### config.mk
export PLATFORM = sky130hd
export DESIGN_NAME = semis_cmp_array
export DESIGN_NICKNAME = d
export VERILOG_FILES = /design/src/rtl/semis_cmp_pkg.sv /design/src/rtl/semis_cmp_chan.sv /design/src/rtl/semis_cmp_array.sv
export SDC_FILE = /design/constraint.sdc
export NUM_CORES = 1
export LEC_CHECK = 0
export BUFFER_PORTS_ARGS = -buffer_cell sky130_fd_sc_hd__buf_2
export CELL_PAD_IN_SITES_DETAIL_PLACEMENT = 1
export CELL_PAD_IN_SITES_GLOBAL_PLACEMENT = 1
export CORE_MARGIN = 10
export CORE_UTILIZATION = 45
export CTS_BUF_LIST = sky130_fd_sc_hd__clkbuf_16
export CTS_CLUSTER_SIZE = 30
export DETAILED_ROUTE_END_ITERATION = 8
export PLACE_DENSITY_LB_ADDON = 0.05
export SLEW_MARGIN = 25
export SYNTH_ARGS = -nofsm -noshare
export SYNTH_HDL_FRONTEND = slang
export SYNTH_SLANG_ARGS = --single-unit
### constraint.sdc
create_clock -name clk_i -period 7.2 [get_ports clk_i]
set_input_delay 0.36 -clock clk_i [delete_from_list [all_inputs] [get_ports clk_i]]
set_output_delay 0.36 -clock clk_i [all_outputs]
set_load 0.005 [all_outputs]
### src/rtl/semis_cmp_pkg.sv
// semis_cmp_pkg: shared definitions for the comparator array.
//   MODE_CONT / MODE_ONESHOT : encodings of the mode input.
//   cnt_width()              : width of a debounce counter that can hold 0..filt.
package semis_cmp_pkg;

  localparam logic MODE_CONT    = 1'b0;
  localparam logic MODE_ONESHOT = 1'b1;

  // Counter only ever reaches filt-1, but sizing for filt keeps filt=1 at one bit.
  function automatic int unsigned cnt_width(input int unsigned filt);
    int unsigned w;
    w = $clog2(filt + 1);
    return (w < 1) ? 1 : w;
  endfunction

endpackage

### src/rtl/semis_cmp_chan.sv
// semis_cmp_chan: one comparator channel with hysteresis, debounce filter,
// one-shot hold and state-change pulse.
// Ports:
//   clk_i          clock
//   rst_i          synchronous active-high reset
//   sample_valid_i operands are sampled this cycle
//   a_i, b_i       unsigned operands
//   hyst_i         unsigned hysteresis
//   mode_i         MODE_CONT or MODE_ONESHOT
//   clr_i          clears state, filter count and hold (wins over a sample)
//   state_o        filtered comparison state
//   trip_o         one-cycle pulse after the state changed
module semis_cmp_chan
  import semis_cmp_pkg::*;
#(
  parameter int unsigned WIDTH  = 8,
  parameter int unsigned HYST_W = 4,
  parameter int unsigned FILT   = 3
) (
  input  logic              clk_i,
  input  logic              rst_i,
  input  logic              sample_valid_i,
  input  logic [WIDTH-1:0]  a_i,
  input  logic [WIDTH-1:0]  b_i,
  input  logic [HYST_W-1:0] hyst_i,
  input  logic              mode_i,
  input  logic              clr_i,
  output logic              state_o,
  output logic              trip_o
);

  // One spare bit over the widest sum, so a + hyst never wraps.
  localparam int unsigned ExtW = WIDTH + HYST_W + 1;
  localparam int unsigned CntW = cnt_width(FILT);
  localparam logic [CntW-1:0] CntLast = CntW'(FILT - 1);

  logic            s_q, s_d;
  logic            hold_q, hold_d;
  logic            trip_q, trip_d;
  logic [CntW-1:0] cnt_q, cnt_d;

  logic [ExtW-1:0] a_ext, b_ext, h_ext;
  logic            raw;
  logic            hold_active;

  always_comb begin
    a_ext = ExtW'(a_i);
    b_ext = ExtW'(b_i);
    h_ext = ExtW'(hyst_i);
    if (!s_q) begin
      raw = (a_ext > (b_ext + h_ext));
    end else begin
      raw = !((a_ext + h_ext) < b_ext);
    end
  end

  // A hold left over from one-shot mode is ignored once mode returns to continuous.
  assign hold_active = hold_q && (mode_i == MODE_ONESHOT);

  always_comb begin
    s_d    = s_q;
    cnt_d  = cnt_q;
    hold_d = hold_q;
    if (clr_i) begin
      s_d    = 1'b0;
      cnt_d  = '0;
      hold_d = 1'b0;
    end else begin
      if (mode_i == MODE_CONT) begin
        hold_d = 1'b0;
      end
      if (sample_valid_i && !hold_active) begin
        if (raw != s_q) begin
          // cnt_q counts earlier disagreeing samples; this one completes the run.
          if (cnt_q == CntLast) begin
            s_d   = raw;
            cnt_d = '0;
            if (raw && (mode_i == MODE_ONESHOT)) begin
              hold_d = 1'b1;
            end
          end else begin
            cnt_d = cnt_q + CntW'(1);
          end
        end else begin
          cnt_d = '0;
        end
      end
    end
    trip_d = (s_d != s_q);
  end

  always_ff @(posedge clk_i) begin
    if (rst_i) begin
      s_q    <= 1'b0;
      cnt_q  <= '0;
      hold_q <= 1'b0;
      trip_q <= 1'b0;
    end else begin
      s_q    <= s_d;
      cnt_q  <= cnt_d;
      hold_q <= hold_d;
      trip_q <= trip_d;
    end
  end

  assign state_o = s_q;
  assign trip_o  = trip_q;

endmodule

### src/rtl/semis_cmp_array.sv
// semis_cmp_array: NCH-channel clocked comparator array.
// Ports:
//   clk_i          clock
//   rst_i          synchronous active-high reset
//   sample_valid_i operands sampled this cycle (all channels)
//   op_a_i, op_b_i channel i operands at [i*WIDTH +: WIDTH]
//   hyst_i         hysteresis shared by all channels
//   en_i           per-channel output enable
//   mode_i         0 = continuous, 1 = one-shot (trip and hold)
//   clr_i          per-channel clear of filter, state and hold
//   cmp_out_o      filtered state gated by the registered enable
//   cmp_oe_o       registered enable
//   trip_o         one-cycle pulse per channel on state change (not gated)
module semis_cmp_array
  import semis_cmp_pkg::*;
#(
  parameter int unsigned NCH    = 4,
  parameter int unsigned WIDTH  = 8,
  parameter int unsigned FILT   = 3,
  parameter int unsigned HYST_W = 4
) (
  input  logic                 clk_i,
  input  logic                 rst_i,
  input  logic                 sample_valid_i,
  input  logic [NCH*WIDTH-1:0] op_a_i,
  input  logic [NCH*WIDTH-1:0] op_b_i,
  input  logic [HYST_W-1:0]    hyst_i,
  input  logic [NCH-1:0]       en_i,
  input  logic                 mode_i,
  input  logic [NCH-1:0]       clr_i,
  output logic [NCH-1:0]       cmp_out_o,
  output logic [NCH-1:0]       cmp_oe_o,
  output logic [NCH-1:0]       trip_o
);

  logic [NCH-1:0] en_q;
  logic [NCH-1:0] state;

  always_ff @(posedge clk_i) begin
    if (rst_i) begin
      en_q <= '0;
    end else begin
      en_q <= en_i;
    end
  end

  for (genvar i = 0; i < NCH; i++) begin : g_chan
    semis_cmp_chan #(
      .WIDTH  (WIDTH),
      .HYST_W (HYST_W),
      .FILT   (FILT)
    ) u_chan (
      .clk_i          (clk_i),
      .rst_i          (rst_i),
      .sample_valid_i (sample_valid_i),
      .a_i            (op_a_i[i*WIDTH +: WIDTH]),
      .b_i            (op_b_i[i*WIDTH +: WIDTH]),
      .hyst_i         (hyst_i),
      .mode_i         (mode_i),
      .clr_i          (clr_i[i]),
      .state_o        (state[i]),
      .trip_o         (trip_o[i])
    );
  end

  assign cmp_oe_o  = en_q;
  assign cmp_out_o = state & en_q;

endmodule

==> results of run 1 <==
## flip-flops by register name, summed over array words and instances (netlist names)
signal / cells
g_chan.u_chan.hold_q: 4
g_chan.u_chan.state_o: 4
g_chan.u_chan.trip_o: 4
cmp_oe_o: 4
g_chan.u_chan.cnt_q: 8
## worst max-delay path: stages
cell,delay [ps]
buf_2,310
inv_1,230
fa_1,480
nand2b_1,170
a21oi_1,260
nand3_1,140
xnor2_1,150
ha_1,300
a21o_1,180
a211o_1,290
a221oi_1,400
nand3_1,140
and3_1,180
## layer usage
| layer | track usage | share of wire | vias to the layer above | wire length (µm) |
|---|---|---|---|---|
| met3 | 0.0267 | 0.042 | 4 | 506 |
| met1 | 0.215 | 0.45 | 1909 | 5370 |
| met5 | 0 | 0 | - | 0 |
| met2 | 0.337 | 0.51 | 72 | 6110 |
| met4 | 0.0242 | 0.0049 | 0 | 59 |
| li1 | - | - | 2007 | - |
## power by group
part	leakage (nW)	switching (mW)	internal [mW]
sequential	0.195	0.00173	0.135
clock	0.0511	0.0533	0.111
combinational	2.25	0.163	0.140
## layout make-up
cell class / instances / area, µm²
clock buffers: 3 / 75.1
fillers: 1139 / 4290
inverters: 57 / 214
flip-flops and latches: 24 / 480
clock inverters: 1 / 30.0
well taps: 111 / 139
repair buffers: 91 / 455
multi-input cells: 414 / 3430
## worst max path at each step
| stage | from | end | slack [ps] | cells past startpoint |
|---|---|---|---|---|
| 6_report | hyst_i[1] | g_chan[2].u_chan.state_o | 3760 | 13 |
| 5_1_grt | hyst_i[1] | g_chan[2].u_chan.state_o | 3530 | 13 |
| 4_1_cts | hyst_i[1] | g_chan[2].u_chan.state_o | 3760 | 13 |
| 3_5_place_dp | hyst_i[1] | g_chan[2].u_chan.state_o | 3500 | 13 |
| 3_3_place_gp | hyst_i[1] | g_chan[2].u_chan.state_o | 3590 | 13 |
| 2_1_floorplan | op_b_i[0] | g_chan[0].u_chan.hold_q | 4190 | 11 |
## kinds of logic after synthesis
kind of cell             Yosys count
flip-flops                        24
AO/OA/AOI/OAI                    120
AND/OR/NAND/NOR                  146
XOR/XNOR                          48
adder cells (fa/ha/maj)          100
buffers and inverters             63
## metrics by stage
stage | hold slack [ps] | utilization | setup slack, ps
after floorplan | 466 | - | 4190
after global placement | 486 | 0.518 | 3590
after detailed placement | 491 | 0.518 | 3500
after CTS | 308 | 0.530 | 3760
after global routing | 315 | 0.530 | 3530
final | 309 | 0.530 | 3760
## cells in the final DEF, fill, tap and decap left out, drive strengths merged, types with 8 or more instances in the layout
cell type / n
ha: 92
buf: 91
inv: 57
xnor2: 40
a21oi: 28
nand3: 26
nor2: 24
dfxtp: 24
a21o: 20
nand2: 18
o21ai: 18
nor2b: 16
and3: 12
nand2b: 10
o2111ai: 8
xor2: 8
a211o: 8
fa: 8
==> flow_metrics.tcl, run 1 <==
set metrics [dict create \
    pwr_density_cell_mw_per_mm2 125 \
    cp_max_fo 13 \
    syn2layout_area_growth_pct 15.7 \
    numCtsBuffers 3 \
    finalSetupViolCount 0 \
    wl_per_cell_um 17.2 \
    place_area_mm2 0.00472 \
    die_h_um 116 \
    max_slew_margin 0.654 \
    synthMuxAreaShare 0 \
    hpwlAfterDp_mm 10.4 \
    ys_seq_area_frac 0.115 \
    synth_commonest_cells "ha_1 (92), inv_1 (57), xnor2_1 (40)" \
    synth_nets 681 \
    asyncSetResetFlopFracSynth 0 \
    diodes 0 \
    routed_via_density 5.69 \
    leakagePower_nw 2.49 \
    grt_pass1_wl_mm 20.2 \
    reg2reg_from "g_chan[2].u_chan.state_o" \
    r2r-end "g_chan[2].u_chan.state_o" \
    max-vdd-ir-drop_mv 0.0833 \
    core_area_mm2 0.00911 \
    fp-row-count 35 \
    holdPathStages 2 \
    synthAdderAreaFrac 0.315 \
    cp-end-kind "flop" \
    ys_ff_latch 24 \
    holdPathEnd "cmp_oe_o[3]" \
    syn-cell-area_mm2 0.00417 \
    synth_top_family_by_area "adder cells" \
    yosysWarnings 0 \
    maxCapViolations 0 \
    post_cts_resized 0 \
    ff2ff_setup_slack_ps 5620 \
    globalplace.congestion 0.839 \
    finalSetupTns_ps 0 \
    rsz0062_at_grt "false" \
    htreeDepth 1 \
    drt_iter0_drc 110 \
    io_pins 92 \
    port_buffers 91 \
    ant_nets 0 \
    hold_class "input pin to flop" \
    cp_data_required_time_ps 7360 \
    wirelength_mm 12.0 \
    die_area_mm2 0.0135 \
    synth_most_common_cell "ha_1" \
    start_util 0.458 \
    syn_avg_cell_area_um2 8.32 \
    root_buffer "clkbuf_16" \
    fin_worst_skew_ps 3.52 \
    synth_ff_type "dfxtp_1" \
    hold_path_startpoint "en_i[3]" \
    first_global_vias 4464 \
    nets 771 \
    die_x_um 116 \
    worstRegToRegCells 5 \
    cts.path.max_buffers 2 \
    overflow 0 \
    synth_edf_count 0 \
    startpoint_type "input pin" \
    finalHoldViolCount 0 \
    drc 0 \
    syn_inst 501 \
    grt_max_degree 15 \
    timing_worst_setup_path_type "input pin to flop" \
    drtPass1Iterations 4 \
    insertion_delay_ps 260 \
    synth_compound_area_frac 0.208 \
    clk_pin_slew_ps 70 \
    synth_cell_types 50 \
    yosys.area_share.simple 0.199 \
    fin_crit_ps 3440 \
    fin_cells 701 \
    antenna_found_initial 0 \
    track_usage 0.180 \
    synth_xor_area_frac 0.101 \
    cts_setup_buffers 0 \
    status "complete, no violations" \
    dp.cells 697 \
    tritoncts "done" \
    worst_slew_pin_slew_ps 516 \
    yosys-top-cells-area "ha_1 (28%), dfxtp_1 (12%), xnor2_1 (8.4%)" \
    fmax_ghz 0.291 \
    cts_sinks 24 \
    finalInstanceArea_mm2 0.00482 \
    cts_hold_buf 0 \
    min_period_over_period 0.478 \
    finalMaxSlewViolations 0 \
    synth_top_area_cell "ha_1" \
    arrival_ps 3600 \
    final_layout_size_suffix_gt1_frac 0.190 \
    synth_top_area_share 0.276 \
    dr_total_vias 3992 \
    finalPower_mw 0.605 \
]
(Power assumes the default switching activity.)
==> inputs of run 2 (changes only) <==
- CORE_UTILIZATION: 45 -> 38
- clock period: 7.2 -> 2.8 ns (I/O delays scaled with it)
==> flow_metrics.tcl, run 2 (synthesis gave the netlist of run 1 again) <==
set metrics [dict create \
    status "complete, no violations" \
    htreeDepth 1 \
    wirelength_mm 12.9 \
    cts_sinks 24 \
    internal_power_mw 1.01 \
    cts.path.max_buffers 2 \
    overflow 0 \
    combPwrFrac 0.591 \
    nets 823 \
    hold_class "input pin to flop" \
    final_common_cell "buf_2" \
    drtPass1Iterations 4 \
    final_layout_size_suffix_gt1_frac 0.326 \
    final_cell_mix "buf_2 (89), ha_1 (83), inv_1 (56)" \
    core_area_mm2 0.0108 \
    numCtsBuffers 3 \
    maxCapViolations 0 \
    switchingPower_mw 0.605 \
    routed_via_density 5.35 \
    wl_per_cell_um 16.5 \
    fin_worst_skew_ps 1.36 \
    drc 0 \
    fp-row-count 38 \
    fill_cells 1347 \
    start_util 0.386 \
    finalHoldViolCount 0 \
    first_global_vias 4619 \
    arrival_ps 2900 \
    clk_pin_slew_ps 60 \
    cp_data_required_time_ps 2970 \
    finalSetupViolCount 0 \
    cp_max_fo 4 \
    startpoint_type "input pin" \
    dr_total_vias 4177 \
    largest_register_ffs 8 \
    pwr_density_cell_mw_per_mm2 294 \
    pwr-share-clk 0.191 \
    max_flop_register "g_chan.u_chan.cnt_q" \
    fin_crit_ps 2730 \
    io_pins 92 \
    finalMaxSlewViolations 0 \
    leakagePower_nw 2.77 \
    worst_slew_pin_slew_ps 479 \
    die_h_um 125 \
    insertion_delay_ps 260 \
    syn2layout_area_growth_pct 31.6 \
    diodes 0 \
    max_stage_delay_ps 510 \
    antenna_found_initial 0 \
    cp-end-kind "flop" \
    max_slew_margin 0.677 \
    timing_worst_setup_path_type "input pin to flop" \
    track_usage 0.160 \
    cp_slowest_cell "or4_1" \
    die_area_mm2 0.0156 \
    min_period_over_period 0.976 \
    crit_chain "buf_2 > ha_4 > a21o_1 > a21oi_2 > nor2b_2 > o2111ai_2 > xnor2_1 > ha_1 > and3_4 > and4_4 > a211o_1 > or4_1 > a31oi_1" \
    max-vdd-ir-drop_mv 0.313 \
    port_buffers 91 \
    fmax_ghz 0.366 \
    place_area_mm2 0.00513 \
    globalplace.congestion 0.806 \
    finalInstanceArea_mm2 0.00549 \
    die_x_um 125 \
    rsz0062_at_grt "true" \
    root_buffer "clkbuf_16" \
    finalSetupTns_ps 0 \
    grt_pass1_wl_mm 21.6 \
    hpwlAfterDp_mm 11.1 \
    grt_max_degree 15 \
    drt_iter0_drc 105 \
    power_frac_seq 0.218 \
    switching_share 0.375 \
    tritoncts "done" \
    ant_nets 0 \
]
## run 2: cell types whose count changed in the layout (fill, tap and decap cells not counted), moves of 6 or more
cell | previous run | this run
buf_4 | 0 | 51
a21oi_2 | 2 | 11
a21oi_1 | 26 | 16
ha_1 | 92 | 83
ha_2 | 0 | 6
fa_2 | 0 | 6
fa_1 | 8 | 2
## run 2: power by group through the flow
stage          Sequential (mW)  Clock (mW)  Combinational [mW]
4_1_cts                  0.352       0.320               0.905
2_1_floorplan            0.359           0               0.532
3_3_place_gp             0.359           0               0.834
5_1_grt                  0.353       0.337                1.09
3_5_place_dp             0.360           0               0.873
6_report                 0.352       0.309               0.954
## run 2: final cells by class
cell class | instances | area, µm² | area share
clock buffer | 3 | 75.1 | 0.0137
timing repair buffer | 143 | 871 | 0.159
inverter | 57 | 214 | 0.0390
multi-input combinational | 414 | 3670 | 0.669
sequential | 24 | 480 | 0.0876
tap | 140 | 175 | 0.0319
## run 2: final timing paths
check | startpoint | slack (ps) | cells after the start | end
hold reg to reg | g_chan[2].u_chan.hold_q | 510 | 1 | g_chan[2].u_chan.hold_q
setup / recovery | op_b_i[25] | 70 | 13 | g_chan[3].u_chan.trip_o
setup reg to reg | g_chan[0].u_chan.state_o | 1330 | 6 | g_chan[0].u_chan.state_o
hold / removal | en_i[0] | 90 | 2 | cmp_oe_o[0]
## run 2: per-stage QoR
stage / utilization / total power, mW / setup slack, ps / instances / hold WS [ps]
floorplan: - / 0.891 / 9.42 / 501 / 268
global placement: 0.476 / 1.19 / -316 / 775 / 349
detailed placement: 0.476 / 1.23 / -411 / 775 / 356
CTS: 0.488 / 1.58 / -5.96 / 779 / 86.9
global route: 0.508 / 1.78 / -20.8 / 781 / 105
finish: 0.508 / 1.61 / 68.3 / 781 / 88.8
## run 2: what timing repair did
| item | 4_1_cts | 5_1_grt |
|---|---|---|
| pin swaps | 4 | 32 |
| gates resized for setup | 13 | 44 |
| setup endpoints to repair | 15 | 18 |
| cloned | 0 | 0 |
| hold buffers | 0 | 0 |
| buffers inserted | 1 | 2 |
## run 2: worst max-delay path, delay by kind of cell
kind	cells	cell delay, ps
buffers and inverters	1	120
XOR/XNOR	1	160
adder cells (fa/ha/maj)	2	500
AO/OA/AOI/OAI	5	1030
AND/OR/NAND/NOR	4	930
## run 2: routing by layer
layer,global-route usage,vias up,part of all wire
li1,-,2105,-
met1,0.188,2000,0.45
met2,0.304,62,0.52
met3,0.0260,10,0.029
met4,0.0164,0,0.0065
met5,0,-,0
==> inputs of run 3 (changes only) <==
- CORE_ASPECT_RATIO: unset -> 0.75
==> flow_metrics.tcl, run 3 (synthesis gave the netlist of run 1 again) <==
set metrics [dict create \
    fmax_ghz 0.364 \
    overflow 0 \
    grt_pass1_wl_mm 22.4 \
    pre_cts_slack_ps -397 \
    cp-end-kind "flop" \
    rsz0062_at_grt "true" \
    worst_slew_pin_slew_ps 440 \
    path_common_cell "ha_1" \
    numCtsBuffers 3 \
    startpoint_type "input pin" \
    min_period_over_period 0.980 \
    grt_max_degree 15 \
    arrival_ps 2900 \
    dr_total_vias 4184 \
    antenna_found_initial 0 \
    tritoncts "done" \
    cp_data_required_time_ps 2960 \
    crit_path_start "op_b_i[0]" \
    largest_register_ffs 8 \
    port_buffers 91 \
    htreeDepth 1 \
    finalMaxSlewViolations 0 \
    whs_ps 85.9 \
    cp_max_fo 3 \
    cts.path.max_buffers 2 \
    leakagePower_nw 2.79 \
    diodes 0 \
    first_global_vias 4593 \
    globalplace.congestion 0.863 \
    cts_sinks 24 \
    r2r-end "g_chan[0].u_chan.state_o" \
    reg2reg_from "g_chan[0].u_chan.state_o" \
    final_cell_mix "ha_1 (89), buf_2 (89), inv_1 (57)" \
    crit_chain "buf_2 > ha_1 > fa_2 > a21o_1 > a21oi_2 > xnor2_1 > ha_1 > and4_1 > a221o_1 > a211oi_4 > nor4_2 > o211a_1" \
    finalPower_mw 1.63 \
    track_usage 0.168 \
    hold_path_startpoint "en_i[3]" \
    cts_hold_buf 0 \
    wirelength_mm 13.9 \
    nets 828 \
    maxCapViolations 0 \
    start_util 0.385 \
    hold_class "input pin to flop" \
    drc 0 \
    status "complete, no violations" \
    max_stage_delay_ps 380 \
    fin_crit_ps 2740 \
    fp-row-count 33 \
    hpwlAfterDp_mm 11.7 \
    setup_ws_ps 55.6 \
    wl_per_cell_um 17.7 \
    insertion_delay_ps 260 \
    clk_pin_slew_ps 70 \
    syn2layout_area_growth_pct 31.5 \
    die_x_um 141 \
    timing_worst_setup_path_type "input pin to flop" \
    routed_via_density 5.32 \
    fin_worst_skew_ps 1.83 \
    drt_iter0_drc 118 \
    cp_slowest_cell "fa_2" \
    worstRegToRegCells 6 \
    final_layout_size_suffix_gt1_frac 0.311 \
    fin_util 0.507 \
    ant_nets 0 \
    die_h_um 111 \
    pwr_density_cell_mw_per_mm2 298 \
    max_flop_register "g_chan.u_chan.cnt_q" \
    drtPass1Iterations 4 \
    io_pins 92 \
    ff2ff_setup_slack_ps 1310 \
    place_area_mm2 0.00515 \
    max-vdd-ir-drop_mv 0.219 \
    setup.worst_path.end "g_chan[0].u_chan.hold_q" \
    die_area_mm2 0.0156 \
    finalInstanceArea_mm2 0.00548 \
    max_slew_margin 0.706 \
    finalSetupViolCount 0 \
    finalHoldViolCount 0 \
    core_area_mm2 0.0108 \
    root_buffer "clkbuf_16" \
]
==> run 3: timing repair <==
| item | in CTS | in global routing |
|---|---|---|
| buffers inserted | 1 | 3 |
| resized for setup | 16 | 31 |
| pin swaps | 7 | 32 |
| cloned | 0 | 0 |
| setup endpoints to repair | 16 | 20 |
==> run 3: worst min path at each step <==
| stage | depth (start not counted) | endpoint |
|---|---|---|
| after global routing | 2 | cmp_oe_o[2] |
| after detailed placement | 2 | cmp_oe_o[2] |
| after global placement | 2 | cmp_oe_o[3] |
| after floorplan | 1 | cmp_oe_o[0] |
| final | 2 | cmp_oe_o[3] |
| after CTS | 2 | cmp_oe_o[2] |
==> run 3: per-stage QoR <==
| stage | setup TNS [ps] | std cells |
|---|---|---|
| 2_1_floorplan | 0 | 501 |
| 3_3_place_gp | -4650 | 779 |
| 3_5_place_dp | -6230 | 779 |
| 4_1_cts | 0 | 783 |
| 5_1_grt | -283 | 786 |
| 6_report | 0 | 786 |
==> run 3: final cells by class <==
cell class              instances  area (µm²)
multi-input cells             414        3630
repair buffers                148         908
well taps                     140         175
clock buffers                   3        75.1
fillers                      1356        5340
inverters                      57         214
flip-flops and latches         24         480
==> run 3: per-layer routing <==
metal | GRT usage | wire, µm
met5 | 0 | 0
met2 | 0.285 | 6580
met1 | 0.224 | 6730
met4 | 0.0158 | 65
met3 | 0.0253 | 545
==> run 3: worst max-delay path, delay by kind of cell <==
kind | cells | cell delay [ps]
compound gates | 5 | 1300
xor+xnor | 1 | 150
fa+ha+maj | 3 | 880
buf+inv | 1 | 110
simple gates | 2 | 320
==> run 3: where the power goes <==
part / internal (mW) / switching, mW / total, mW
Sequential: 0.347 / 0.00523 / 0.353
Combinational: 0.471 / 0.490 / 0.961
Clock: 0.189 / 0.129 / 0.319
